## config.mk

```make
export PLATFORM = sky130hd
export DESIGN_NAME = clock_phase_generator
export DESIGN_NICKNAME = d
export VERILOG_FILES = /design/src/rtl/clock_phase_generator.sv
export SDC_FILE = /design/constraint.sdc
export NUM_CORES = 1
export LEC_CHECK = 0
export ABC_CLOCK_PERIOD_IN_PS = 1400
export CAP_MARGIN = 20
export CORE_ASPECT_RATIO = 0.6
export CORE_UTILIZATION = 30
export CTS_CLUSTER_SIZE = 24
export DETAILED_ROUTE_END_ITERATION = 8
export REMOVE_ABC_BUFFERS = 1
export SKIP_CTS_REPAIR_TIMING = 1
export SLEW_MARGIN = 25
export SYNTH_ARGS = -nofsm -noshare
export SYNTH_HDL_FRONTEND = slang
export SYNTH_SLANG_ARGS = --single-unit
```

## constraint.sdc

```tcl
create_clock -name CLK -period 1.4 [get_ports CLK]
set_input_delay 0.21 -clock CLK [delete_from_list [all_inputs] [get_ports CLK]]
set_output_delay 0.21 -clock CLK [all_outputs]
set_load 0.005 [all_outputs]
```

## src/rtl/clock_phase_generator.sv

```systemverilog
// clock_phase_generator
// Divides the master oscillator into the P/Q/R phase-pair flops that feed the
// W/X/Y/Z clock drivers. It also generates the driver enable (BOP) and the
// bit-time / computer-phase counters used for downstream timing decode.
//
//   state | meaning (P,Q,R)
//   ------+------------------------------------------------------------
//   ST_Z  | 0,0,0  reset state; the edge leaving Z is the bit-time boundary
//   ST_W  | 1,0,1  first quarter of a bit time (decode P & R)
//   ST_X  | 0,1,1  second quarter (decode ~P & Q)
//   ST_Y  | 1,1,0  third quarter (decode P & ~R)
//
// The state code is the (P,Q,R) triple itself, so every phase output comes
// straight from a flop. P toggles every edge and (R,Q) forms a 2-bit Johnson
// counter, so exactly one driver decode is true per state.
module clock_phase_generator #(
   parameter int BIT_TIMES      = 28,
   parameter int STARTUP_CYCLES = 16
) (
   input  logic       CLK,
   input  logic       RST_N,
   input  logic       HALT,
   output logic       CGPP,
   output logic       CGPPN,
   output logic       CGQP,
   output logic       CGQPN,
   output logic       CGRP,
   output logic       CGRPN,
   output logic       BOP,
   output logic [4:0] BT,
   output logic [1:0] PH,
   output logic       BTZ
);

   typedef enum logic [2:0] {
      ST_Z = 3'b000,
      ST_W = 3'b101,
      ST_X = 3'b011,
      ST_Y = 3'b110
   } phase_e;

   localparam logic [4:0] BT_LAST    = 5'(BIT_TIMES - 1);
   localparam logic [7:0] STARTUP_TH = 8'(STARTUP_CYCLES);

   phase_e      phase_q, phase_d;
   logic [7:0]  startup_q, startup_d;
   logic        bop_q, bop_d;
   logic [4:0]  bt_q, bt_d;
   logic [1:0]  ph_q, ph_d;
   logic        z_edge;

   // State register: phase flops, startup counter, driver enable and counters.
   always_ff @(posedge CLK or negedge RST_N) begin
      if (!RST_N) begin
         phase_q   <= ST_Z;
         startup_q <= 8'd0;
         bop_q     <= 1'b0;
         bt_q      <= 5'd0;
         ph_q      <= 2'd0;
      end else begin
         phase_q   <= phase_d;
         startup_q <= startup_d;
         bop_q     <= bop_d;
         bt_q      <= bt_d;
         ph_q      <= ph_d;
      end
   end

   // Next-state: free-running phase ring, saturating startup count, and the
   // BOP/BT/PH updates that happen only on the edge leaving Z.
   always_comb begin
      phase_d   = ST_Z;
      startup_d = startup_q;
      bop_d     = bop_q;
      bt_d      = bt_q;
      ph_d      = ph_q;
      z_edge    = (phase_q == ST_Z);

      case (phase_q)
         ST_Z:    phase_d = ST_W;
         ST_W:    phase_d = ST_X;
         ST_X:    phase_d = ST_Y;
         default: phase_d = ST_Z;
      endcase

      if (startup_q != 8'hFF) begin
         startup_d = startup_q + 8'd1;
      end

      if (z_edge) begin
         if (bop_q) begin
            // The bit time still advances on the halting edge, so BT names
            // the next bit time to execute while halted.
            if (bt_q == BT_LAST) begin
               bt_d = 5'd0;
               ph_d = ph_q + 2'd1;
            end else begin
               bt_d = bt_q + 5'd1;
            end
            if (HALT) begin
               bop_d = 1'b0;
            end
         end else if ((startup_q >= STARTUP_TH) && !HALT) begin
            bop_d = 1'b1;
         end
      end
   end

   assign CGPP  = phase_q[2];
   assign CGQP  = phase_q[1];
   assign CGRP  = phase_q[0];
   assign CGPPN = ~phase_q[2];
   assign CGQPN = ~phase_q[1];
   assign CGRPN = ~phase_q[0];
   assign BOP   = bop_q;
   assign BT    = bt_q;
   assign PH    = ph_q;
   assign BTZ   = bop_q & (bt_q == 5'd0);

endmodule
```

==> out/qor.txt <==
largest net degree at the start of global routing - 20
# rows - 15
Die W - 75.49 µm
failing checks - setup timing
setup ws final - -0.1445 ns
crit-path leading delay family - simple AND/OR/NAND/NOR gates
Net count, final - 147
critical register-to-register path startpoint - phase_q[1]
Yosys reg bits - 19
Mapped Cells - 93
First DRT Iteration DRCs - 61
Initial Utilization - 0.3278
leakage - 0.8050 nW
clock buffer depth - 2
Max Fclk - 0.6475 GHz
met2 usage - 0.1768
hold slack - 0.2737 ns
initial antenna violation count - 0
via count - 853
total core area - 0.002965 mm²
die area - 0.003480 mm²
diode count - 0
Worst path max stage delay - 0.57 ns
GRT Max-Usage Layer - met1
placed cell areas - 0.001296 mm²
root buf cell - clkbuf_8
Max Slew Vio Count - 0
Period minus WS final - 1.544 ns
crit-path max FO - 4
share of cells above drive strength 1 - 0.3022
commonest non-fill, non-tap cell in the layout - buf_4
Final Skew - 0.007361 ns
HP Class - in -> async
met3 usage - 0.05033
PwrDens - 936.6 mW/mm²
Reg-to-Reg End - BT[3]
Routed WL per cell - 12.08 µm
Tcrit/Tclk final - 1.103
Pwr Total - 0.001419 W
Final ANT Viol Nets - 0
overall routing resource usage - 0.1342
worst vdd rail ir drop - 342.4 µV
worst-margin pin slew - 0.3193 ns
hpwl dp - 1.518 mm
RSZ-0062 raised after global routing - true
Slew HR - 0.7852
H-tree depth - 1
Sink Count - 19
Vias per Instance - 4.713
# DRC - 0
first-pass GRT wire length - 3.277 mm
yosys warns - 0
setup TNS - -0.4807 ns
status - finished with violations
CP Class - reg -> reg
final core utilization - 0.5110
Critical Path RT - 1.59 ns
synth unique cells - 27
GR Overflow Total - 0
Worst-Skew Late Latency - 0.26 ns
Worst Path Buf+Inv - 1
Ports - 18
vias in the first global route - 704
Max-Cap Viols - 0
RePlAce Congestion - 0.7847
R2R depth - 4
met1 Usage GRT - 0.1907
sequential fraction of the synthesis area - 0.4891
Die Y - 46.10 µm
final hold violation count - 0
R2R setup slack - -0.14 ns
# setup viols final - 5
Avg Inst Size Synth - 10.45 µm²
CP Launch Type - flop
clk slew on worst S/H paths - 0.07 ns
drt pass-1 iters - 4
CTS Buf Count - 3
Routed WL - 2.187 mm
Critical Path End Type - flop
Critical-path top delay cell - or4b_4
most frequent cells in the layout - buf_4, dfrtp_1, dlymetal6s2s_1
PortBufs - 17
P&R area growth vs syn - 55.86%
CTS tree - yes
WP data arrival - 1.74 ns
critical path cell sequence - buf_6 > or4b_4 > or3_1 > o21ai_1
post-synthesis instance area - 972.2 µm²
design area - 0.001515 mm²
[state kept, by name (all words and copies together) (netlist names)]
register   flops
startup_q      8
phase_q        3
BOP            1
PH             2
BT             5
[area by class of cell]
class,count,area (µm²)
tap,42,52.55
multi-input combinational,62,479.2
sequential,19,475.5
inverter,9,33.78
fill,286,1450
clock buffer,4,45.04
timing repair buffer,45,429.2
[cell usage after synthesis]
cell | n | area (µm²)
dfrtp_1 | 19 | 475.5
inv_1 | 9 | 33.78
nand3_1 | 8 | 40.04
a21oi_1 | 5 | 25.02
nor2_1 | 5 | 18.77
o21ai_0 | 5 | 25.02
xor2_1 | 5 | 43.79
ha_1 | 4 | 50.05
mux2_2 | 4 | 45.04
nand2_1 | 4 | 15.01
xnor2_1 | 4 | 35.03
a31oi_1 | 2 | 12.51
buf_4 | 2 | 15.01
nor2b_1 | 2 | 12.51
nor3_1 | 2 | 10.01
nor4_1 | 2 | 12.51
a311oi_1 | 1 | 8.760
a41oi_1 | 1 | 8.760
and2_1 | 1 | 6.260
and4_1 | 1 | 8.760
clkbuf_1 | 1 | 3.750
nand4_1 | 1 | 6.260
nand4b_1 | 1 | 8.760
nor4b_4 | 1 | 23.77
or3_1 | 1 | 6.260
or4_1 | 1 | 7.510
or4b_4 | 1 | 13.76
[worst max-delay path by stage]
stage	start	to	slack, ns	depth (start not counted)
6_report	phase_q[1]	BT[3]	-0.14	4
3_3_place_gp	BT[0]	BTZ	-0.12	5
2_1_floorplan	phase_q[0]	BT[3]	-0.08	3
5_1_grt	phase_q[1]	BT[3]	-0.19	4
3_5_place_dp	BT[0]	BTZ	-0.20	5
4_1_cts	BT[0]	BTZ	-0.49	5
[power breakdown]
group          internal, W  leakage (nW)  switching (W)  total, W
Combinational     0.000254         0.549       0.000160  0.000414
Sequential        0.000592         0.233      0.0000321  0.000624
Clock             0.000203        0.0228       0.000179  0.000381
Total              0.00105         0.805       0.000371   0.00142
[metrics by stage]
stage               setup WS [ns]  cells
finish                    -0.1445    181
global route              -0.1902    181
CTS                       -0.4889    169
detailed placement        -0.2020    165
global placement          -0.1218    165
floorplan                -0.07588     90
[logic make-up (layout without fill, tap and decap cells)]
kind of cell    count (synthesis)  count (layout)  share of synthesized area
simple gates                   31              31                     0.1956
flops                          19              19                     0.4891
compound gates                 14              14                    0.08236
buf+inv                        12              58                    0.05404
xor+xnor                        9               9                    0.08108
fa+ha+maj                       4               4                    0.05148
mux                             4               4                    0.04633
[routing by layer]
metal,wire (µm),vias up,share of wire
li1,-,418,-
met1,1112,404,0.51
met3,123,4,0.056
met2,908,27,0.42
met4,42,0,0.019
met5,0,-,0
Power figures use the tool's default switching activity.
